$ cat src/rtl/tank_pkg.sv
`default_nettype none
// +--------------------------------------------------------------------------+
// | Module   : tank_pkg                                                       |
// | Purpose  : Shared types and constants for the tank controller: fire-state |
// |            enum, default key codes and terrain curve coefficients.       |
// | Config   : TANK_AMMO_EN adds the EMPTY fire state.                        |
// | Revision : 1.0  initial release                                          |
// +--------------------------------------------------------------------------+
package tank_pkg;

  // The encoding is two bits in both builds, so the state register width
  // does not depend on the configuration.
  typedef enum logic [1:0] {
    ST_READY    = 2'd0,
    ST_FIRE     = 2'd1,
    ST_COOLDOWN = 2'd2
`ifdef TANK_AMMO_EN
    , ST_EMPTY  = 2'd3
`endif
  } fire_state_t;

  // Default key codes (keyboard usage IDs)
  localparam logic [7:0] c_key_left     = 8'h04;
  localparam logic [7:0] c_key_right    = 8'h07;
  localparam logic [7:0] c_key_aim_inc  = 8'h16;
  localparam logic [7:0] c_key_aim_dec  = 8'h1A;
  localparam logic [7:0] c_key_fire     = 8'h2C;
  localparam logic [7:0] c_key_reload   = 8'h19;

  // Terrain: Y = A_NUM*X^2/A_DEN - B_NUM*X/B_DEN + C
  localparam int unsigned c_ty_a_num = 32'd607;
  localparam int unsigned c_ty_a_den = 32'd1562500;
  localparam int unsigned c_ty_b_num = 32'd71;
  localparam int unsigned c_ty_b_den = 32'd500;
  localparam int unsigned c_ty_c     = 32'd222;

endpackage
`default_nettype wire

$ cat src/rtl/tank_ctrl_if.sv
`default_nettype none
// +--------------------------------------------------------------------------+
// | Module   : tank_ctrl_if                                                   |
// | Purpose  : Shot request handshake between the tank controller (master)   |
// |            and the projectile unit (slave).                              |
// | Signals  : shoot_valid  master->slave  shot request                       |
// |            shoot_ready  slave->master  shot accepted                      |
// |            shoot_x/y    master->slave  shot origin (10 bit)               |
// |            shoot_aim    master->slave  signed aim (10 bit)                |
// | Revision : 1.0  initial release                                          |
// +--------------------------------------------------------------------------+
interface tank_ctrl_if;
  logic       shoot_valid;
  logic       shoot_ready;
  logic [9:0] shoot_x;
  logic [9:0] shoot_y;
  logic [9:0] shoot_aim;

  modport master (
    output shoot_valid, shoot_x, shoot_y, shoot_aim,
    input  shoot_ready
  );

  modport slave (
    input  shoot_valid, shoot_x, shoot_y, shoot_aim,
    output shoot_ready
  );
endinterface
`default_nettype wire

$ cat src/rtl/terrain_y.sv
`default_nettype none
// +--------------------------------------------------------------------------+
// | Module   : terrain_y                                                      |
// | Purpose  : Combinational terrain height lookup,                           |
// |            Y = 607*X^2/1562500 - 71*X/500 + 222.                          |
// | Ports    : x  in  10  horizontal position                                 |
// |            y  out 10  terrain height at x                                 |
// | Revision : 1.0  initial release                                          |
// +--------------------------------------------------------------------------+
module terrain_y
  import tank_pkg::*;
(
  input  logic [9:0] x,
  output logic [9:0] y
);

  logic [31:0] w_x32;
  logic [31:0] w_sq;
  logic [31:0] w_lin;

  assign w_x32 = {22'd0, x};
  assign w_sq  = w_x32 * w_x32;
  assign w_lin = (w_x32 * c_ty_b_num) / c_ty_b_den;

  // Each term is divided separately. The constant is added before the
  // linear term is subtracted so the 32-bit sum never goes negative.
  assign y = 10'(((w_sq * c_ty_a_num) / c_ty_a_den) + c_ty_c - w_lin);

endmodule
`default_nettype wire

$ cat src/rtl/tank_ctrl.sv
`default_nettype none
// +--------------------------------------------------------------------------+
// | Module   : tank_ctrl                                                      |
// | Purpose  : Player tank: keyboard-driven movement, aiming and a shot       |
// |            request FSM (READY/FIRE/COOLDOWN[/EMPTY]) with valid/ready     |
// |            handshake toward the projectile unit.                          |
// | Config   : TANK_AMMO_EN - enables magazine tracking, RELOAD and EMPTY.    |
// |            Without it ammo reads constant AMMO_MAX.                       |
// | Ports    : frame_clk  in   1   one rising edge per frame                  |
// |            Reset_n    in   1   asynchronous active-low reset              |
// |            keycode    in   8   current key, 0 = none                      |
// |            TankX      out 10   tank X position                            |
// |            TankY      out 10   terrain Y at TankX                         |
// |            Direction  out  2   0 = left, 1 = right                        |
// |            aim        out 10   signed aim offset                          |
// |            ammo       out  4   rounds remaining                           |
// |            shot       if       master side of the shot handshake          |
// | Revision : 1.0  initial release                                          |
// +--------------------------------------------------------------------------+
module tank_ctrl
  import tank_pkg::*;
#(
  parameter int         X_INIT     = 140,
  parameter int         X_MIN      = 4,
  parameter int         X_MAX      = 635,
  parameter int         X_STEP     = 1,
  parameter int         AIM_STEP   = 3,
  parameter int         AIM_MAX    = 60,
  parameter int         COOLDOWN   = 30,
  parameter int         AMMO_MAX   = 5,
  parameter logic [7:0] KEY_LEFT    = c_key_left,
  parameter logic [7:0] KEY_RIGHT   = c_key_right,
  parameter logic [7:0] KEY_AIM_INC = c_key_aim_inc,
  parameter logic [7:0] KEY_AIM_DEC = c_key_aim_dec,
  parameter logic [7:0] KEY_FIRE    = c_key_fire,
  parameter logic [7:0] KEY_RELOAD  = c_key_reload
)(
  input  logic        frame_clk,
  input  logic        Reset_n,
  input  logic [7:0]  keycode,
  output logic [9:0]  TankX,
  output logic [9:0]  TankY,
  output logic [1:0]  Direction,
  output logic [9:0]  aim,
  output logic [3:0]  ammo,
  tank_ctrl_if.master shot
);

  // Counter only needs to hold COOLDOWN-1
  localparam int c_cnt_w = (COOLDOWN > 1) ? $clog2(COOLDOWN) : 1;

  logic [9:0]         r_x;
  logic [1:0]         r_dir;
  logic [9:0]         r_aim;
  logic [7:0]         r_prev_key;
  fire_state_t        r_state;
  logic [c_cnt_w-1:0] r_cnt;
  logic               r_shoot_valid;
  logic [9:0]         r_sx;
  logic [9:0]         r_sy;
  logic [9:0]         r_saim;
`ifdef TANK_AMMO_EN
  logic [3:0]         r_ammo;
`endif

  logic [9:0]         w_y;
  logic               w_key_edge;
  logic               w_fire_edge;
  logic               w_has_ammo;
  logic [10:0]        w_x_ext;
  logic [9:0]         w_x_left;
  logic [9:0]         w_x_right;
  logic signed [10:0] w_aim_ext;
  logic signed [10:0] w_aim_up;
  logic signed [10:0] w_aim_dn;
  logic signed [10:0] w_aim_lim;
  logic [9:0]         w_aim_inc;
  logic [9:0]         w_aim_dec;

  terrain_y u_terrain (
    .x (r_x),
    .y (w_y)
  );

  // Discrete actions fire once per press: only when the key just changed.
  assign w_key_edge  = (keycode != r_prev_key);
  assign w_fire_edge = w_key_edge && (keycode == KEY_FIRE);

  // Clamp in 11 bits so X_MAX + X_STEP cannot wrap around.
  assign w_x_ext   = {1'b0, r_x};
  assign w_x_left  = (w_x_ext >= 11'(X_MIN + X_STEP)) ? (r_x - 10'(X_STEP)) : 10'(X_MIN);
  assign w_x_right = ((w_x_ext + 11'(X_STEP)) <= 11'(X_MAX)) ? (r_x + 10'(X_STEP)) : 10'(X_MAX);

  // Aim saturation done in signed 11 bits to avoid overflow at the limits.
  assign w_aim_ext = {r_aim[9], r_aim};
  assign w_aim_lim = 11'(AIM_MAX);
  assign w_aim_up  = w_aim_ext + 11'(AIM_STEP);
  assign w_aim_dn  = w_aim_ext - 11'(AIM_STEP);
  assign w_aim_inc = (w_aim_up > w_aim_lim)  ? 10'(w_aim_lim)  : 10'(w_aim_up);
  assign w_aim_dec = (w_aim_dn < -w_aim_lim) ? 10'(-w_aim_lim) : 10'(w_aim_dn);

  // Movement and aiming; frozen while a shot request is outstanding.
  always_ff @(posedge frame_clk or negedge Reset_n) begin
    if (!Reset_n) begin
      r_x        <= 10'(X_INIT);
      r_dir      <= 2'd1;
      r_aim      <= '0;
      r_prev_key <= '0;
    end else begin
      r_prev_key <= keycode;
      if (!r_shoot_valid) begin
        if (keycode == KEY_LEFT) begin
          r_x   <= w_x_left;
          r_dir <= 2'd0;
        end else if (keycode == KEY_RIGHT) begin
          r_x   <= w_x_right;
          r_dir <= 2'd1;
        end else if (w_key_edge && (keycode == KEY_AIM_INC)) begin
          r_aim <= w_aim_inc;
        end else if (w_key_edge && (keycode == KEY_AIM_DEC)) begin
          r_aim <= w_aim_dec;
        end
      end
    end
  end

`ifdef TANK_AMMO_EN
  logic w_reload_edge;
  assign w_reload_edge = w_key_edge && (keycode == KEY_RELOAD);
  assign w_has_ammo    = (r_ammo != 4'd0);
  assign ammo          = r_ammo;
`else
  assign w_has_ammo    = 1'b1;
  assign ammo          = 4'(AMMO_MAX);
`endif

  // Fire FSM. Payload is latched on the FIRE edge and held until the
  // handshake; FIRE edges outside READY are dropped, never queued.
  always_ff @(posedge frame_clk or negedge Reset_n) begin
    if (!Reset_n) begin
      r_state       <= ST_READY;
      r_shoot_valid <= 1'b0;
      r_sx          <= '0;
      r_sy          <= '0;
      r_saim        <= '0;
      r_cnt         <= '0;
`ifdef TANK_AMMO_EN
      r_ammo        <= 4'(AMMO_MAX);
`endif
    end else begin
      case (r_state)
        ST_READY: begin
          if (w_fire_edge && w_has_ammo) begin
            r_state       <= ST_FIRE;
            r_shoot_valid <= 1'b1;
            r_sx          <= r_x;
            r_sy          <= w_y;
            r_saim        <= r_aim;
          end
`ifdef TANK_AMMO_EN
          else if (w_reload_edge) begin
            r_ammo <= 4'(AMMO_MAX);
          end
`endif
        end
        ST_FIRE: begin
          if (shot.shoot_ready) begin
            r_shoot_valid <= 1'b0;
            r_cnt         <= c_cnt_w'(COOLDOWN - 1);
            r_state       <= ST_COOLDOWN;
`ifdef TANK_AMMO_EN
            r_ammo        <= r_ammo - 4'd1;
`endif
          end
        end
        ST_COOLDOWN: begin
          if (r_cnt == '0) begin
`ifdef TANK_AMMO_EN
            r_state <= w_has_ammo ? ST_READY : ST_EMPTY;
`else
            r_state <= ST_READY;
`endif
          end else begin
            r_cnt <= r_cnt - 1'b1;
          end
        end
`ifdef TANK_AMMO_EN
        ST_EMPTY: begin
          if (w_reload_edge) begin
            r_ammo  <= 4'(AMMO_MAX);
            r_state <= ST_READY;
          end
        end
`endif
        default: begin
          r_state       <= ST_READY;
          r_shoot_valid <= 1'b0;
        end
      endcase
    end
  end

  assign TankX            = r_x;
  assign TankY            = w_y;
  assign Direction        = r_dir;
  assign aim              = r_aim;
  assign shot.shoot_valid = r_shoot_valid;
  assign shot.shoot_x     = r_sx;
  assign shot.shoot_y     = r_sy;
  assign shot.shoot_aim   = r_saim;

endmodule
`default_nettype wire

$ cat src/flat_wrapper.sv
// flat-port wrapper written by rule: the top's interface ports become plain ports
module tank_ctrl_flat import tank_pkg::*;
#(
  parameter int         X_INIT     = 140,
  parameter int         X_MIN      = 4,
  parameter int         X_MAX      = 635,
  parameter int         X_STEP     = 1,
  parameter int         AIM_STEP   = 3,
  parameter int         AIM_MAX    = 60,
  parameter int         COOLDOWN   = 30,
  parameter int         AMMO_MAX   = 5,
  parameter logic [7:0] KEY_LEFT    = c_key_left,
  parameter logic [7:0] KEY_RIGHT   = c_key_right,
  parameter logic [7:0] KEY_AIM_INC = c_key_aim_inc,
  parameter logic [7:0] KEY_AIM_DEC = c_key_aim_dec,
  parameter logic [7:0] KEY_FIRE    = c_key_fire,
  parameter logic [7:0] KEY_RELOAD  = c_key_reload
)
  (frame_clk, Reset_n, keycode, TankX, TankY, Direction, aim, ammo, shot_shoot_valid, shot_shoot_x, shot_shoot_y, shot_shoot_aim, shot_shoot_ready);
  tank_ctrl_if shot_i ();
  input  logic frame_clk;
  input  logic Reset_n;
  input  logic [7:0] keycode;
  output logic [9:0] TankX;
  output logic [9:0] TankY;
  output logic [1:0] Direction;
  output logic [9:0] aim;
  output logic [3:0] ammo;
  output wire logic [$bits(shot_i.shoot_valid)-1:0] shot_shoot_valid;
  output wire logic [$bits(shot_i.shoot_x)-1:0] shot_shoot_x;
  output wire logic [$bits(shot_i.shoot_y)-1:0] shot_shoot_y;
  output wire logic [$bits(shot_i.shoot_aim)-1:0] shot_shoot_aim;
  input wire logic [$bits(shot_i.shoot_ready)-1:0] shot_shoot_ready;
  assign shot_shoot_valid = shot_i.shoot_valid;
  assign shot_shoot_x = shot_i.shoot_x;
  assign shot_shoot_y = shot_i.shoot_y;
  assign shot_shoot_aim = shot_i.shoot_aim;
  assign shot_i.shoot_ready = shot_shoot_ready;
  tank_ctrl #(.X_INIT(X_INIT), .X_MIN(X_MIN), .X_MAX(X_MAX), .X_STEP(X_STEP), .AIM_STEP(AIM_STEP), .AIM_MAX(AIM_MAX), .COOLDOWN(COOLDOWN), .AMMO_MAX(AMMO_MAX), .KEY_LEFT(KEY_LEFT), .KEY_RIGHT(KEY_RIGHT), .KEY_AIM_INC(KEY_AIM_INC), .KEY_AIM_DEC(KEY_AIM_DEC), .KEY_FIRE(KEY_FIRE), .KEY_RELOAD(KEY_RELOAD)) u_core (.frame_clk(frame_clk), .Reset_n(Reset_n), .keycode(keycode), .TankX(TankX), .TankY(TankY), .Direction(Direction), .aim(aim), .ammo(ammo), .shot(shot_i));
endmodule
$ cat config.mk
export PLATFORM = sky130hd
export DESIGN_NAME = tank_ctrl_flat
export DESIGN_NICKNAME = d
export VERILOG_FILES = /design/src/rtl/tank_pkg.sv /design/src/rtl/tank_ctrl_if.sv /design/src/rtl/terrain_y.sv /design/src/rtl/tank_ctrl.sv /design/src/flat_wrapper.sv
export SDC_FILE = /design/constraint.sdc
export NUM_CORES = 1
export LEC_CHECK = 0
export CAP_MARGIN = 25
export CORE_UTILIZATION = 42
export DETAILED_ROUTE_END_ITERATION = 12
export GPL_TIMING_DRIVEN = 1
export HOLD_SLACK_MARGIN = 0.15
export PLACE_DENSITY = 0.56
export SLEW_MARGIN = 20
export SYNTH_ARGS = -nofsm -noshare
export SYNTH_HDL_FRONTEND = slang
export SYNTH_SLANG_ARGS = --single-unit
$ cat constraint.sdc
create_clock -name frame_clk -period 35.2 [get_ports frame_clk]
set_input_delay 3.52 -clock frame_clk [delete_from_list [all_inputs] [get_ports frame_clk]]
set_output_delay 3.52 -clock frame_clk [all_outputs]
set_load 0.02 [all_outputs]
==> summary.md, run 1 <==
| Metric | Value |
|---|---|
| Status | finished, final reports clean |
| Total congestion overflow | 0 |
| Synth Flop Type | dfrtp_1 |
| Layout area overhead | 8.491% |
| 1st-iter DRT viols | about 1700 |
| EDFF count, synth | 0 |
| DPL Wire Length | roughly 65000 um |
| Setup TNS Final | 0 ns |
| Hold Buf Count CTS | 0 |
| WP data arrival | 29.74 ns |
| Final Total Pwr | 1.522 mW |
| GRT Resource Usage Total | 26.08% |
| Critical Path Source Type | flip-flop |
| VDD IR-drop max | between 0.04 and 0.05 mV |
| FF+latch area | 1684 sq um |
| Pwr dens | 56.98 nW/um^2 |
| Netlist Area Pre-Place | 24620 sq um |
| Max-cap violations | 0 |
| Core ar. | 57810 sq um |
| Drc violations | 0 |
| Worst slack, placed | 0.5691 ns |
| Number of synthesized register bits | 67 |
| Netlist cell types | 130 |
| Routed wire length per instance | 19.59 um |
| GP Congestion | approximately 0.95 |
| Met3 GRT Util | 1.185% |
| First-pass DRT Iterations | 7 |
| Clock Skew | 0.01069 ns |
| Cell Rows | 88 |
| Worst setup EP type | output pin |
| Max clock buf depth | 2 |
| Fraction of final layout cells sized beyond drive strength 1 | 8.615% |
| Global routing's busiest layer | met2 |
| Clk slew on worst S/H paths | 0.07 ns |
| Final Worst Setup Slack | 1.940 ns |
| Ys async rst share | 100.0% |
| Synth Warn # | 0 |
| DR vias | 24380 |
| Antenna Violating Nets Remaining | 0 |
| Worst-Skew Late Latency | roughly 0.34 ns |
| Drt via density | about 6.0 |
| Slew HR | 24.33% |
| Critical path class | flip-flop to output pin |
| Final core occ | 46.21% |
| Final Cycle Share | 94.49% |
| Vert. Die Dim | between 200 and 250 um |
| Leakage | 11.33 nW |
| Final hold vios | 0 |
| Layout net count | 3650 |
| Slowest CP cell | dfstp_2 |
| Total CTS buffers | 9 |
| Cells after synthesis | 3255 |
| Seq/Total Area, Yosys | roughly 6.8% |
| Hold path depth | 1 |
| Met2 usage | 44.96% |
| CTS sink count | 67 |
| Setup Viol. Count Final | 0 |
| FILL cells | 5854 |
| Initial antenna violation count | 0 |
| Maximum number of pins on one net before global-route repair | 68 |
| Mean post-synth cell area | 7.565 sq um |
| H-tree depth | 3 |
| Die area | 59600 sq um |
| Port bufs | between 70 and 80 |
| GR met1 Demand/Resource | 35.64% |
| CTS tree | built |
| Post-Route WL | 79350 um |
| Least-Margin Pin Slew | 1.127 ns |
| RSZ-0062 raised after global routing | no |
| First-pass GRT wire length | 128600 um |
| Vias in the first global route | 23760 |
| Die span in x | roughly 240 um |
| HP Class | flip-flop to flip-flop |
| CP required | approximately 32 ns |
| Ant diodes | 0 |
| Clock Tree Root | clkbuf_16 |
| Starting Density | between 40% and 50% |
| Largest stage delay, worst path | 0.78 ns |
| R2R depth | 107 |
| Multi-input gate area | 21440 sq um |
| Peak Freq | 0.03007 GHz |
| Final Max Slew Viols | 0 |
| I/O pin count | 78 |
| Period minus WS final | between 30 and 40 ns |
| CP max FO | 30 |
[per-stage QoR]
| stage | std cells | hold slack [ns] | area (sq um) |
|---|---|---|---|
| 2_1_floorplan | 3259 | 0.4469 | 24640 |
| 3_3_place_gp | 4016 | 0.4827 | 26050 |
| 3_5_place_dp | 4017 | 0.4799 | 26060 |
| 4_1_cts | 4033 | 0.4924 | 26380 |
| 5_1_grt | 4050 | 0.5078 | 26710 |
| 6_report | 4050 | 0.4882 | 26710 |
[cells in the final DEF, fill, tap and decap left out, drive strengths merged, types with 16 or more instances in the layout]
cell type      netlist  routed
inv                307     308
nor2               269     269
nand2              261     261
ha                 227     227
xnor2              211     211
a21oi              206     206
o21ai              198     198
fa                 132     132
nor3               102     102
nand3               86      86
xor2                73      73
clkdlybuf4s50        0      71
dfrtp               63      63
mux2                59      59
buf                 47      55
o211ai              55      55
and2                49      49
a31oi               46      46
nor4                45      45
a211oi              45      45
nand4               44      44
mux2i               42      42
and3                41      41
a21o                36      36
nand2b              33      33
or3                 33      33
o31ai               33      33
o21a                33      33
or2                 33      33
o21bai              24      24
a21boi              24      24
o211a               19      19
o31a                16      16
o22ai               16      16
or4                 16      16
[final cells by class]
class | count | area share, %
Sequential cell | 67 | 6.304
Clock inverter | 6 | 0.3653
Inverter | 312 | 4.431
Clock buffer | 10 | 0.8571
Multi-Input combinational cell | 2763 | 80.24
Timing Repair Buffer | 127 | 4.215
Tap cell | 765 | 3.583
[critical path: cells and delay by family (launching register included)]
family,cells,cell delay [ns]
xor gates and xnor gates,3,0.69
adders and majority gates,15,6.48
and+or+nand+nor,13,4.46
AOI/OAI and AO/OA,49,11.27
buffers and inverters,22,4.22
muxes,5,1.41
DFF,1,0.78
[routing by layer]
layer  wire, um  part of all wire, %  vias up
li1           -                    -    11810
met1      36500                   46    11830
met2      38100                   48      636
met3       2854                  3.6      103
met4       1893                  2.4        0
met5          0                    0        -
[worst paths after layout]
check / startpoint / endpoint / slack (ns)
worst min-delay path: u_core.r_cnt[0] / u_core.r_cnt[0] / 0.49
min in group asynchronous: Reset_n / u_core.shot.shoot_y[3] / 3.39
max in group asynchronous: Reset_n / u_core.TankX[4] / 31.18
worst min register to register: u_core.r_cnt[0] / u_core.r_cnt[0] / 0.49
worst max register to register: u_core.TankX[3] / u_core.shot.shoot_y[9] / 6.09
worst max-delay path: u_core.TankX[3] / TankY[9] / 1.94
[sequential cells by signal, summed over array words and instances, names as in the netlist, 2 cells and up]
name and count:
u_core.aim 10, u_core.r_cnt 5, u_core.r_prev_key 8, u_core.TankX 10, u_core.r_state 2, u_core.shot.shoot_x 10
u_core.shot.shoot_aim 10, u_core.shot.shoot_y 10
[cells by family (layout without fill, tap and decap cells)]
family / Yosys count / count (layout) / share of synthesized area (%)
and+or+nand+nor: 1093 / 1093 / 22.89
DFF: 67 / 67 / 6.829
buffers and inverters: 429 / 455 / 6.977
other: 2 / 6 / 0.03050
adders and majority gates: 363 / 363 / 22.43
xor gates and xnor gates: 287 / 287 / 10.50
muxes: 101 / 101 / 4.451
AOI/OAI and AO/OA: 913 / 913 / 25.89
[cell usage after synthesis (15+ instances only)]
library cell  instances  area [sq um]
fa_1                132          2643
nand3_1              86         430.4
o211ai_1             52         390.4
o31ai_1              32         240.2
buf_2                25         125.1
nor2_1              264         991.0
xnor2_1             209          1831
nor3_1               94         470.5
or2_2                22         137.6
o21ai_0             158         790.8
o211a_1              19         190.2
o21a_1               32         240.2
dfrtp_1              63          1577
xor2_1               71         621.9
ha_1                227          2840
a21oi_1             200          1001
nand2b_1             33         206.5
a31oi_1              43         269.0
o22ai_1              16         100.1
inv_1               300          1126
mux2_2               55         619.3
a21boi_0             20         150.1
nor4_1               39         244.0
o31a_1               16         140.1
and4_1               15         131.4
a211oi_1             33         247.7
clkbuf_1             70         262.8
or3_1                32         200.2
nand4_1              43         269.0
and3_1               41         256.5
o21bai_1             24         180.2
nor2b_1              15         93.84
nand2_1             260         975.9
o21ai_1              36         180.2
mux2i_1              39         390.4
a21o_1               36         270.3
and2_1               47         294.0
[report_power, final]
group	total, mW	switching (mW)	internal, mW
clock network	0.102	0.0386	0.0631
logic	1.33	0.886	0.447
registers	0.0876	0.00479	0.0828
total	1.52	0.929	0.593
[what timing repair did]
action	4_1_cts	5_1_grt
endpoints found under the hold margin	0	0
resized for setup	0	42
endpoints found under the setup margin	0	10
buffers inserted	0	15
Note: power is estimated with default switching activity, not from simulation.
==> run 2, diff against run 1 <==
CORE_UTILIZATION = 40   (was 42)
PLACE_DENSITY = 0.54   (was 0.56)
==> run 2 against run 1 <==
Compared with the run above: sequential power is essentially flat; clock skew shrank 0.00055 ns; setup slack gained 0.0071 ns; maximum frequency is essentially flat; cell area shrank 0.25%; non-clock buffer count shrank 2; sequential cell count is the same; clock power shrank 16%; critical path depth shrank 1; global-route usage shrank 1.1 points; worst hold slack gained 0.0032 ns; core utilization shrank 2.2 points; largest cell class unchanged; highest routed layer unchanged.
==> summary.md, run 2 (synthesis gave the netlist of run 1 again) <==
| Metric | Value |
|---|---|
| Cell Rows | 90 (+2.3%) |
| Clock Tree Root | clkbuf_16 |
| CP max FO | 23 (-23%) |
| Initial antenna violation count | 0 (unchanged) |
| GP Congestion | 0.9479 (+0.24%) |
| Most frequent cells in the layout | inv_1 (300), nor2_1 (263), nand2_1 (259) |
| Layout area overhead | 8.222% |
| Starting Density | 40.64% (-2.0 points) |
| Fraction of final layout cells sized beyond drive strength 1 | 8.496% (-0.12 points) |
| Min-delay src | u_core.Direction[0] |
| FILL cells | 6173 (+5.4%) |
| VDD IR-drop max | 0.04413 mV (+0.34%) |
| Critical path class | flip-flop to output pin |
| Die area | 62560 sq um (+5.0%) |
| I/O pin count | 78 (unchanged) |
| H-tree depth | 3 (unchanged) |
| 1st-iter DRT viols | 1719 (-1.6%) |
| CP dominant cell by count | fa_1 |
| Vert. Die Dim | 250.1 um (+2.4%) |
| Worst reg2reg path startpoint | u_core.TankX[3] |
| Worst-Skew Late Latency | 0.34 ns (about the same) |
| Antenna Violating Nets Remaining | 0 (unchanged) |
| Max-cap violations | 0 (unchanged) |
| Drt via density | 6.021 (about the same) |
| Hold Buf Count CTS | 0 (unchanged) |
| Commonest non-fill, non-tap cell in the layout | inv_1 |
| CP delay by family, top | compound AO/OA/AOI/OAI gates |
| Setup Viol. Count Final | 0 (unchanged) |
| Layout net count | 3649 (-0.027%) |
| Least-Margin Pin Slew | 1.069 ns (-0.05839 ns) |
| RSZ-0062 raised after global routing | no |
| Clk slew on worst S/H paths | 0.07 ns (about the same) |
| CTS tree | built |
| Final Max Slew Viols | 0 (unchanged) |
| Placed Area | 26080 sq um (+0.11%) |
| First-pass DRT Iterations | 7 (unchanged) |
| Maximum number of pins on one net before global-route repair | 68 (unchanged) |
| Slowest CP cell | dfstp_2 |
| Routed wire length per instance | 19.77 um (+0.92%) |
| NetSw | 0.9345 mW (+0.59%) |
| Die span in x | 250.1 um (+2.4%) |
| CP startpoint | u_core.TankX[3] |
| Comb power frac | 88.5% (+0.9 points) |
| Slew HR | 28.61% (+4.3 points) |
| Pwr dens | 56.77 nW/um^2 (-0.37%) |
| Max clock buf depth | 2 (unchanged) |
| Peak Freq | 0.03007 GHz (about the same) |
| Pint | 0.5784 mW (-2.5%) |
| Drc violations | 0 (unchanged) |
| Total congestion overflow | 0 (unchanged) |
| Total CTS buffers | 9 (unchanged) |
| Switch share | 61.77% (+0.74 points) |
| Finished Cell Area | 26650 sq um (-0.25%) |
| Largest stage delay, worst path | 0.78 ns (about the same) |
| HP Class | flip-flop to flip-flop |
| CP required | 31.68 ns (about the same) |
| Post-Route WL | 80420 um (+1.3%) |
| Setup TNS Final | 0 ns (unchanged) |
| Clock Skew | 0.01014 ns (-0.0005491 ns) |
| CTS sink count | 67 (unchanged) |
| Period minus WS final | 33.25 ns (-0.007090 ns) |
| GRT Resource Usage Total | 25.01% (-1.1 points) |
| DPL Wire Length | 66280 um (+1.9%) |
| First-pass GRT wire length | 129300 um (+0.60%) |
| WP data arrival | 29.73 ns (about the same) |
| Core ar. | 60580 sq um (+4.8%) |
| Sequential share of power | 5.8% (about the same) |
| Worst setup EP type | output pin |
| Leakage | 11.28 nW (-0.43%) |
| Vias in the first global route | 23630 (-0.55%) |
| WP buf/inv | 21 (-4.5%) |
| Final Cycle Share | 94.47% (about the same) |
| Final hold vios | 0 (unchanged) |
| Port bufs | 72 (unchanged) |
| Critical Path Source Type | flip-flop |
| Clock share of power | 5.7% (-1.0 points) |
| Status | finished, final reports clean |
| DR vias | 24490 (+0.46%) |
[run 2: cell types whose count changed in the layout (fill, tap and decap cells not counted), sizes merged]
cell | previous run | this run
a311oi | 10 | 11
buf | 55 | 54
clkinvlp | 2 | 4
bufinv | 2 | 0
clkinv | 6 | 7
clkbuf | 11 | 9
diode | 0 | 1
[run 2: power groups by stage]
stage / Combinational [mW] / Clock [mW] / Sequential (mW)
6_report: 1.34 / 0.0859 / 0.0874
5_1_grt: 1.46 / 0.0914 / 0.0883
4_1_cts: 1.30 / 0.0887 / 0.0875
3_5_place_dp: 1.29 / 0 / 0.0888
3_3_place_gp: 1.29 / 0 / 0.0887
2_1_floorplan: 0.971 / 0 / 0.0899
[run 2: metal layers]
layer  vias to the layer above  global-route usage, %  part of all wire, %
met5                         -                      0                    0
li1                      11800                      -                    -
met3                       118                  1.424                  3.9
met4                         0                  6.188                  2.6
met2                       690                  43.29                   47
met1                     11880                  33.83                   46
[run 2: layout make-up]
type	instances	area (sq um)	area share (%)
clock inverters	7	51.30	0.1925
inverters	312	1184	4.442
well taps	782	978.4	3.672
clock buffers	9	225.2	0.8451
multi-input cells	2764	21410	80.35
flip-flops and latches	67	1684	6.320
diodes	1	2.502	0.009391
repair buffers	125	1111	4.169
[run 2: tightest hold or removal path: cells and delay by family, from the launching register on]
kind	cells	cell delay, ns
and+or+nand+nor	1	0.04
AOI/OAI and AO/OA	1	0.07
DFF	1	0.37
[run 2: worst paths after layout]
check / end / slack [ns] / cells after the start
setup / recovery: TankY[9] / 1.95 / 106
hold / removal: u_core.Direction[0] / 0.49 / 2
setup reg to reg: u_core.shot.shoot_y[9] / 6.20 / 106
hold reg to reg: u_core.Direction[0] / 0.49 / 2
max in group asynchronous: u_core.TankX[4] / 31.18 / 2
min in group asynchronous: u_core.shot.shoot_x[9] / 3.40 / 2
[run 2: stage by stage]
stage	instances	setup slack, ns	util [%]	hold WS (ns)	total power [mW]
finish	4067	1.947	43.99	0.4914	1.513
global route	4066	0.001286	43.98	0.5126	1.641
CTS	4051	0.04429	43.51	0.5013	1.473
detailed placement	4035	0.5041	43.05	0.4792	1.378
global placement	4034	1.399	43.05	0.4770	1.380
floorplan	3259	6.752	-	0.4469	1.061
[run 2: timing repair]
action                                  CTS  global route
endpoints found under the setup margin    0            10
hold endpoints to repair                  0             0
setup buffers                             0            14
gates resized for setup                   0            32
==> run 3, diff against run 2 <==
PLACE_DENSITY = 0.57   (was 0.54)
==> run 3 against run 2 <==
Compared with the run above: maximum frequency is 0.46% lower; sequential share of layout area about the same; clock skew increased by 0.0017 ns; register-to-register slack worse by 0.16 ns; cell count is essentially flat; combinational power barely moved; cell area is 0.31% higher; sequential power is essentially flat; routed wire length is 2.8% lower; clock-buffer cell count did not move; largest power group unchanged.
==> summary.md, run 3 (synthesis gave the netlist of run 1 again) <==
| Metric | Value |
|---|---|
| Maximum number of pins on one net before global-route repair | 68 (unchanged) |
| RSZ-0062 raised after global routing | no |
| Critical Path Source Type | flip-flop |
| Most frequent cells in the layout | inv_1 (300), nor2_1 (263), nand2_1 (260) |
| Initial antenna violation count | 0 (unchanged) |
| Least-Margin Pin Slew | 0.9661 ns (-0.1025 ns) |
| CP startpoint | u_core.TankX[2] |
| Antenna Violating Nets Remaining | 0 (unchanged) |
| Clock Tree Root | clkbuf_16 |
| Worst-Skew Late Latency | 0.34 ns (about the same) |
| Largest stage delay, worst path | 0.79 ns (about the same) |
| Setup TNS Final | 0 ns (unchanged) |
| Die span in x | 250.1 um (unchanged) |
| Clock Skew | 0.01181 ns (+0.001668 ns) |
| Layout Cells excl Fill | 4071 (+0.098%) |
| CP required | 31.68 ns (about the same) |
| Layout net count | 3655 (+0.16%) |
| Hold Buf Count CTS | 0 (unchanged) |
| Sequential share of power | 5.8% (about the same) |
| Worst setup EP type | output pin |
| Placed Cells | 4035 (unchanged) |
| Worst hold slack | 0.4891 ns (-0.002282 ns) |
| Die area | 62560 sq um (unchanged) |
| Status | finished, final reports clean |
| Slowest CP cell | dfstp_2 |
| Ant diodes | 0 (-1) |
| Total CTS buffers | 9 (unchanged) |
| NetSw | 0.9207 mW (-1.5%) |
| First-pass GRT wire length | 125700 um (-2.8%) |
| Starting Density | 40.64% (unchanged) |
| DR vias | 24510 (+0.078%) |
| R2R depth | 107 (+0.94%) |
| Switch share | 60.76% (-1.0 points) |
| Total congestion overflow | 0 (unchanged) |
| CTS tree | built |
| Core ar. | 60580 sq um (unchanged) |
| Commonest non-fill, non-tap cell in the layout | inv_1 |
| Min-delay src | u_core.r_cnt[0] |
| GRT Resource Usage Total | 24.23% (-0.79 points) |
| Layout area overhead | 8.552% |
| Slew HR | 35.02% (+6.4 points) |
| Post-Route WL | 78170 um (-2.8%) |
| Fraction of final layout cells sized beyond drive strength 1 | 8.452% (-0.043 points) |
| Worst reg-to-reg setup slack | 6.04 ns (-0.16 ns) |
| Vert. Die Dim | 250.1 um (unchanged) |
| FILL cells | 6080 (-1.5%) |
| Metal3 WL | 3572 um (+15%) |
| Vias in the first global route | 23490 (-0.60%) |
| Critical path class | flip-flop to output pin |
| Clk slew on worst S/H paths | 0.06 ns (about the same) |
| Period minus WS final | 33.41 ns (+0.1529 ns) |
| Final Cycle Share | 94.90% (+0.43 points) |
| Cell Rows | 90 (unchanged) |
| HP Class | flip-flop to flip-flop |
| Hold path depth | 1 (-1) |
| WP data arrival | 29.89 ns (+0.16 ns) |
| Setup Viol. Count Final | 0 (unchanged) |
| 1st-iter DRT viols | 1849 (+7.6%) |
| DRT met1 WL | 36040 um (-2.8%) |
| First-pass DRT Iterations | 6 (-1) |
| WP buf/inv | 20 (-4.8%) |
| VDD IR-drop max | 0.04161 mV (-5.7%) |
| CP dominant cell by count | a21oi_1 |
| H-tree depth | 3 (unchanged) |
| Metal2 WL | 36620 um (-3.9%) |
| Final core occ | 44.12% (+0.13 points) |
| GP Congestion | 0.9640 (+1.7%) |
| Worst reg2reg path startpoint | u_core.TankX[2] |
| Comb power frac | 87.8% (-0.7 points) |
| I/O pin count | 78 (unchanged) |
| Max-cap violations | 0 (unchanged) |
| Peak Freq | 0.02993 GHz (-0.46%) |
| Clock share of power | 6.4% (+0.7 points) |
| Leakage | 11.34 nW (+0.52%) |
| Top Layer Used | met4 |
| Critical R2R Capture | u_core.shot.shoot_y[9] |
| CP delay by family, top | compound AO/OA/AOI/OAI gates |
| Final hold vios | 0 (unchanged) |
| Max clock buf depth | 2 (unchanged) |
| DPL Wire Length | 64180 um (-3.2%) |
| Drc violations | 0 (unchanged) |
| Drt via density | 6.020 (about the same) |
| Port bufs | 72 (unchanged) |
| Pint | 0.5945 mW (+2.8%) |
| Final Max Slew Viols | 0 (unchanged) |
| Routed wire length per instance | 19.20 um (-2.9%) |
| Pwr dens | 56.69 nW/um^2 (-0.15%) |
| CTS sink count | 67 (unchanged) |
| CP max FO | 34 (+48%) |
| Hold EP | u_core.r_cnt[0] |
-- run 3: changes by cell type in the layout (fill, tap and decap cells not counted), sizes merged --
cell,delta
diode,-1
clkinvlp,-2
a311oi,-1
buf,+6
clkinv,-1
bufinv,+2
clkbuf,+1
-- run 3: area by class of cell --
type                       count  area, sq um  share of cell area, %
clock buffer                   9        225.2                 0.8426
sequential                    67         1684                  6.301
tap                          782        978.4                  3.661
clock inverter                 6        90.09                 0.3370
multi-input combinational   2763        21400                  80.07
inverter                     312         1181                  4.419
timing repair buffer         132         1167                  4.367
-- run 3: worst max-delay path by stage --
| stage | cells after the start | slack, ns | to |
|---|---|---|---|
| 5_1_grt | 109 | 0.02 | TankY[9] |
| 3_3_place_gp | 106 | 1.13 | TankY[9] |
| 3_5_place_dp | 106 | 0.1 | TankY[9] |
| 2_1_floorplan | 107 | 6.75 | TankY[9] |
| 4_1_cts | 106 | 0.02 | TankY[9] |
| 6_report | 107 | 1.79 | TankY[9] |
-- run 3: power groups by stage --
stage / combinational, mW / sequential [mW] / clock [mW]
2_1_floorplan: 0.971 / 0.0899 / 0
3_3_place_gp: 1.28 / 0.0886 / 0
3_5_place_dp: 1.28 / 0.0887 / 0
4_1_cts: 1.29 / 0.0875 / 0.0986
5_1_grt: 1.45 / 0.0884 / 0.102
6_report: 1.33 / 0.0875 / 0.0966
-- run 3: layer usage --
metal / global-route usage (%) / vias up
met4: 6.556 / 0
met3: 1.756 / 128
met1: 33.44 / 11750
met5: 0 / -
met2: 40.55 / 803
li1: - / 11820
-- run 3: repair_timing --
action,4_1_cts,5_1_grt
setup buffers,1,18
pin swaps,1,4
gates resized for setup,1,34
setup endpoints to repair,2,10
-- run 3: metrics by stage --
stage               instance area, sq um  power [mW]  setup WS (ns)
floorplan                          24640       1.061          6.752
global placement                   26080       1.365          1.134
detailed placement                 26080       1.367        0.09654
CTS                                26410       1.473        0.01992
global route                       26730       1.642        0.01528
finish                             26730       1.515          1.794
